[src/rtl/reg_bus.sv]
// reg_bus: register file and shared data bus; define REG_BUS_R5_EN to add register R5
module reg_bus (
    input  logic        clk,
    input  logic        rst,
    input  logic [3:0]  read_en,
    input  logic [15:0] write_en,
    input  logic [15:0] inc_en,
    input  logic [15:0] clr_en,
    input  logic [15:0] alu_result,
    input  logic [15:0] im_rdata,
    input  logic [15:0] dm_rdata,
    output logic [15:0] bus,
    output logic [15:0] im_addr,
    output logic [15:0] dm_addr,
    output logic [15:0] dm_wdata,
    output logic        dm_we,
    output logic [15:0] alu_a,
    output logic [15:0] alu_b,
    output logic [4:0]  instruction,
    output logic [15:0] z
);
    logic [15:0] pc, ar, ir, ac, r, r1, r2, r3, r4, ac_next;
    logic        zf;
`ifdef REG_BUS_R5_EN
    logic [15:0] r5;
    logic        unused_bits;
    assign unused_bits = ^{write_en[15:13], write_en[0], inc_en[15:11], inc_en[0],
                           clr_en[15:11], clr_en[0]};
`else
    logic        unused_bits;
    assign unused_bits = ^{write_en[15:13], write_en[6], write_en[0], inc_en[15:11],
                           inc_en[6], inc_en[0], clr_en[15:11], clr_en[6], clr_en[0]};
`endif

    function automatic logic [15:0] upd(input logic [15:0] q, input logic c, input logic w,
                                        input logic i, input logic [15:0] b);
        return c ? 16'h0000 : w ? b : i ? q + 16'd1 : q;
    endfunction

    // bus source select; unused codes drive zero
    always_comb begin
        case (read_en)
            4'd1:    bus = pc;
            4'd2:    bus = ar;
            4'd4:    bus = ir;
            4'd5:    bus = ac;
            4'd6:    bus = r;
            4'd7:    bus = r1;
            4'd8:    bus = r2;
            4'd9:    bus = r3;
            4'd10:   bus = r4;
`ifdef REG_BUS_R5_EN
            4'd11:   bus = r5;
`endif
            4'd12:   bus = dm_rdata;
            4'd13:   bus = im_rdata;
            4'd14:   bus = ac;
            default: bus = 16'h0000;
        endcase
    end

    // AC next value: clear beats bus load beats ALU load beats increment
    always_comb begin
        ac_next = clr_en[4] ? 16'h0000 : write_en[4] ? bus : write_en[12] ? alu_result :
                  inc_en[4] ? ac + 16'd1 : ac;
    end

    // register updates and zero flag tracking the new AC
    always_ff @(posedge clk or posedge rst) begin
        if (rst) begin
            pc <= '0;
            ar <= '0;
            ir <= '0;
            ac <= '0;
            r  <= '0;
            r1 <= '0;
            r2 <= '0;
            r3 <= '0;
            r4 <= '0;
`ifdef REG_BUS_R5_EN
            r5 <= '0;
`endif
            zf <= 1'b1;
        end else begin
            pc <= upd(pc, clr_en[1],  write_en[1],  inc_en[1],  bus);
            ar <= upd(ar, clr_en[2],  write_en[2],  inc_en[2],  bus);
            ir <= upd(ir, clr_en[3],  write_en[3],  inc_en[3],  bus);
            ac <= ac_next;
            r  <= upd(r,  clr_en[5],  write_en[5],  inc_en[5],  bus);
            r4 <= upd(r4, clr_en[7],  write_en[7],  inc_en[7],  bus);
            r3 <= upd(r3, clr_en[8],  write_en[8],  inc_en[8],  bus);
            r2 <= upd(r2, clr_en[9],  write_en[9],  inc_en[9],  bus);
            r1 <= upd(r1, clr_en[10], write_en[10], inc_en[10], bus);
`ifdef REG_BUS_R5_EN
            r5 <= upd(r5, clr_en[6],  write_en[6],  inc_en[6],  bus);
`endif
            zf <= (ac_next == 16'h0000);
        end
    end

    assign im_addr     = pc;
    assign dm_addr     = ar;
    assign dm_wdata    = bus;
    assign dm_we       = write_en[11];
    assign alu_a       = ac;
    assign alu_b       = r;
    assign instruction = ir[4:0];
    assign z           = {15'h0000, zf};
endmodule

[config.mk]
export PLATFORM = sky130hd
export DESIGN_NAME = reg_bus
export DESIGN_NICKNAME = d
export VERILOG_FILES = /design/src/rtl/reg_bus.sv
export SDC_FILE = /design/constraint.sdc
export NUM_CORES = 1
export LEC_CHECK = 0
export CORE_ASPECT_RATIO = 1.1
export CORE_MARGIN = 2
export CORE_UTILIZATION = 39
export DETAILED_ROUTE_END_ITERATION = 8
export MAX_ROUTING_LAYER = met4
export PLACE_DENSITY = 0.66
export RECOVER_POWER = 50
export SETUP_SLACK_MARGIN = 0.15
export SLEW_MARGIN = 25
export SYNTH_ARGS = -nofsm -noshare
export SYNTH_HDL_FRONTEND = slang
export SYNTH_SLANG_ARGS = --single-unit
[constraint.sdc]
create_clock -name clk -period 7.8 [get_ports clk]
set_input_delay 1.56 -clock clk [delete_from_list [all_inputs] [get_ports clk]]
set_output_delay 1.56 -clock clk [all_outputs]
set_load 0.03 [all_outputs]
Word level (Yosys, flattened, before mapping) --
Cells that the tools add are included.
Cells by class: mux-type cells 29, add/sub/neg operators 9, eq/ne operators 12, reductions and logical operators 10
Operator list (count):
- two-way mux 16 bit | 28
- case mux 16 bit (11 select lines) | 1
- adder 16 x 1 -> 16 bit (second input constant) | 9
- == test 4 bit (second input constant) | 6
- nonzero test 3 bit | 8
- == test 4 x 3 -> 1 bit (second input constant) | 4
- logical NOT 16 bit | 1
- == test 4 x 1 -> 1 bit (second input constant) | 1
- == test 4 x 2 -> 1 bit (second input constant) | 1
- OR reduction 2 bit | 1
Word-level totals: output and inout bits 118, input port bits 102, register bits after elaboration 145, word-level logic and storage cells 70

Longest topological paths before layout --
depth after elaboration 6, mapped depth 11, depth with buffers taken out 8

Worst setup path after synthesis --
No wires, ideal clock.
path type input to output, start point in read_en[0], end point out dm_wdata[13], required time 6.240 ns, cell stages on the path 8, arrival 3.678 ns, buffers on the path 4, path slack 2.562 ns, cell sequence buf_2 > buf_4 > buf_2 > mux2i_1 > o21ai_0 > a2111oi_2 > inv_1 > buf_4
Between the ends: cells in the longest elaborated chain, start to end 3, elaborated cells on any way between the ends 14, those cells by class eq/ne: 12; mux: 1; reduce/logical: 1
RTL lines:
- start, declared | RTL line 5 | input logic [3:0] read_en,
- == test 4 bit or == test 4 x 3 -> 1 bit (tied branches) | RTL line 42 | case (read_en)
- OR reduction 2 bit (no source line)
- case mux 16 bit (11 select lines) * | RTL line 42
- end, declared | RTL line 15 | output logic [15:0] dm_wdata,
Every way passes the cells marked *; elsewhere a longest branch is shown, timed or not.

Final worst setup path --
start point in read_en[3], end point out dm_wdata[9]
Same word-level chain as after synthesis.

==> summary.txt <==
Outcome
  – Status: complete, but fails checks
  – Failing checks: max-capacitance violations, max-slew violations

Global routing
  – Pin count of the biggest net entering global routing: 88
  – Grt peak-use layer: met2
  – First-pass GRT wire length: 60200 um
  – Met1 Use GR: 0.382
  – GR Util met2: 0.464
  – Initial antenna violation count: 1
  – GRT Overall Usage: 0.298
  – Vias in the first global route: ~9300
  – Routing usage on met3: 0.0506
  – Gr ovfl total: 0

Final layout
  – Post-layout util: 0.491
  – Nets@finish: 1424
  – Share of layout cells above drive strength 1: 0.0800
  – Final std cells w/o fill: 1677
  – Area growth syn-to-layout: 23.9%
  – Number of diodes: 0
  – Final instance area: roughly 0.013 mm2

Detailed routing
  – Initial detailed-routing violation count: between 1000 and 1500
  – Via/cell ratio: between 5 and 6
  – Pre-Repair DR Iteration Count: 8
  – Antenna Violating Nets Remaining: 0
  – Drt wl/cell: roughly 24 um
  – Routed via count: about 9800
  – Routed Wire Length: between 40000 and 50000 um
  – DRC: 0

Timing
  – Final Hold Fails: 0
  – Slew HR: -1.77
  – Final worst slack: between 0.9 and 1 ns
  – Fmax: between 0.1 and 0.15 GHz
  – RSZ-0062 raised after global routing: no
  – Hold WS: roughly 0.62 ns
  – Worst Max-Slew Pin Slew: 4.13 ns
  – TNS Setup: 0 ns
  – Final min period: 6.83 ns
  – Final setup violation count: 0
  – Clock skew: around 0.014 ns
  – Final Slew Violations: 148
  – Crit share post-route: 0.876

Clocking
  – Clk sinks: ~150
  – H-tree Lvls: 4
  – PostCTS Resize Cnt: 0
  – CTS Buffer Depth: 2
  – CTS Buf Count: 17
  – CTS root buf: clkbuf_16
  – CTS tree: built
  – Postcts setup bufs: 0
  – Skew-Pair Late Insertion Delay: 0.43 ns
  – Hold_buf cts: 0
  – CTS clk-pin slew, worst paths: approximately 0.060 ns

Synthesis
  – Synth Cell Area: between 0.01 and 0.015 mm2
  – Seq/Total Area, Yosys: 0.351
  – Synth unique cells: between 70 and 80
  – Register bit total from synthesis: roughly 150
  – Syn. warnings: 0
  – Cells after Synth: around 1200
  – Mean area per synthesized cell: between 8 and 9 um2
  – EDFF count, synth: 0
  – Async SR Flop Fraction: 1.00
  – Top FF cell, synth: dfrtp_1

Floorplanning
  – Die Ht: ~170 um
  – Core Rows: 62
  – Placeable Area: approximately 0.026 mm2
  – Initial Util: 0.396
  – I/O pins: 220
  – Die Wd: between 150 and 200 um
  – Die ar.: between 0.02 and 0.03 mm2

Flow run
  – Max-cap viol count: 2

Critical path
  – Most frequent cell on the critical path: clkdlybuf4s50_1
  – WP buf/inv: 3
  – Crit-path max FO: 20
  – Worst reg2reg path endpoint: zf
  – R2r startpoint: r2[3]
  – Startpoint types: input pin
  – Kind of end point of the critical path: output port
  – CP Class: input pin to output port
  – Crit path arrival time: 5.27 ns
  – Cells on worst reg2reg path: 8
  – Slowest CP cell: clkdlybuf4s50_1
  – CP cell instances: clkdlybuf4s50_1 > nor2b_1 > a22oi_1 > o31ai_1 > a211oi_4 > inv_1 > clkdlybuf4s50_1
  – CP required: 6.24 ns
  – Cell family with most CP delay: buffers and inverters
  – Worst path max stage delay: roughly 0.96 ns
  – R2R setup slack: 4.70 ns

Pwr
  – Combinational share of power: 0.246
  – Reg power frac: 0.386
  – Clock power frac: 0.367
  – Pint: 1.54 mW
  – Sw Share: 0.341
  – Psw: between 700 and 800 uW
  – Pwr dens: 183 mW/mm2
  – Leak Pwr: approximately 5.3 nW
  – Power Total: ~2.3 mW
  – Worst VDD drop: 0.124 mV

Hold path
  – HP Start: r1[15]
  – HP Class: flop to flop
  – Hold path depth: 3
  – Worst Hold End: r1[15]

Placement
  – Dpl cell area: around 0.012 mm2
  – DP HPWL: roughly 30000 um
  – Placed Cells: approximately 1600
  – Placement Setup Slack: ~1.0 ns
  – GP Congestion: between 0.9 and 1
  – PortBufs: 183
-- per-layer routing --
metal  share of wire  vias to the layer above
li1                -                     4477
met1            0.41                     4761
met2            0.46                      503
met3           0.077                      101
met4           0.047                        0
met5               0                        -
-- cell type report --
cell class / count / area, um2
Inverter: 35 / 133
Clock buffer: 23 / 508
Clock inverter: 8 / 100
Multi-Input combinational cell: 903 / 5990
Sequential cell: 145 / 3630
Timing Repair Buffer: 211 / 1990
Tap cell: 352 / 440
Fill cell: 2528 / 13300
-- cells in the mapped netlist (all sizes together) (5+ instances only) --
cell type,n,share of area
nor2,189,0.069
dfrtp,144,0.35
a211oi,140,0.10
nand2,79,0.029
xnor2,79,0.067
buf,65,0.044
xor2,56,0.047
clkbuf,53,0.019
nand3,45,0.022
inv,34,0.012
nand4,32,0.019
mux2i,24,0.023
a22oi,21,0.016
nor2b,20,0.012
o21ai,18,0.0087
nor3,17,0.011
mux2,14,0.016
and3,11,0.0067
nor4,11,0.0087
a21oi,9,0.0044
and4,9,0.0076
ha,9,0.011
a22o,7,0.0059
a31oi,7,0.0042
and2,7,0.0042
nor3b,7,0.0056
a2111oi,6,0.011
a32oi,5,0.0042
o2bb2ai,5,0.0042
o32ai,5,0.0042
-- power by group through the flow --
stage          clock network, mW  logic, mW  registers, mW
2_1_floorplan                  0      0.321          0.916
3_3_place_gp                   0      0.578          0.915
3_5_place_dp                   0      0.582          0.915
4_1_cts                    0.869      0.585          0.903
5_1_grt                    0.902      0.612          0.910
6_report                   0.861      0.577          0.905
-- worst min-delay path: stages (launching register included) --
cell	delay [ns]
dfrtp_1	0.37
xnor2_1	0.08
nor2_1	0.08
a211oi_1	0.05
-- sequential cells by signal, indices dropped and copies added, names as in the netlist --
| register | count |
|---|---|
| alu_a | 16 |
| alu_b | 16 |
| dm_addr | 16 |
| im_addr | 16 |
| ir | 16 |
| r1 | 16 |
| r2 | 16 |
| r3 | 16 |
| r4 | 16 |
| zf | 1 |
-- logic make-up after synthesis --
family | Yosys count | synth area share
buffers and inverters | 153 | 0.0760
other | 1 | 0.000363
flip-flops | 145 | 0.351
AO/OA/AOI/OAI | 261 | 0.200
AND/OR/NAND/NOR | 445 | 0.208
XOR/XNOR | 135 | 0.114
multiplexers | 38 | 0.0389
adder cells (fa/ha/maj) | 9 | 0.0109
-- worst max-delay path by stage --
stage | start | end | slack [ns] | cells past startpoint
floorplan | rst | alu_a[0] | 2.35 | 1
global placement | read_en[3] | dm_wdata[9] | 1.08 | 7
detailed placement | read_en[3] | dm_wdata[9] | 1.04 | 7
CTS | read_en[3] | dm_wdata[9] | 1.03 | 7
global route | read_en[3] | dm_wdata[9] | 0.90 | 7
finish | read_en[3] | dm_wdata[9] | 0.97 | 7
-- layout by cell type (no fill, tap or decap), types with 5 or more instances in the layout --
cell type / netlist / layout
and3_1: 11 / 11
nor3b_1: 6 / 6
nand2_1: 79 / 79
clkbuf_8: 0 / 6
and2_1: 7 / 7
nor4_1: 9 / 9
ha_1: 9 / 9
nand3_1: 45 / 45
buf_4: 43 / 27
and4_1: 9 / 9
xnor2_1: 79 / 79
a32oi_1: 5 / 5
clkdlybuf4s50_1: 0 / 112
nand4_1: 32 / 32
nor3_1: 14 / 14
o21ai_0: 17 / 17
dlygate4sd3_1: 0 / 61
mux2i_1: 24 / 24
inv_1: 33 / 32
dfrtp_1: 144 / 144
xor2_1: 56 / 56
a21oi_1: 9 / 9
clkbuf_16: 0 / 17
conb_1: 1 / 15
a22oi_1: 19 / 19
o32ai_1: 5 / 5
mux2_2: 10 / 10
nor2_1: 189 / 189
a31oi_1: 7 / 7
a211oi_1: 139 / 138
o2bb2ai_1: 5 / 5
nor2b_1: 20 / 20
a22o_1: 7 / 7
buf_2: 9 / 10
Note: power is estimated with default switching activity, not from simulation.
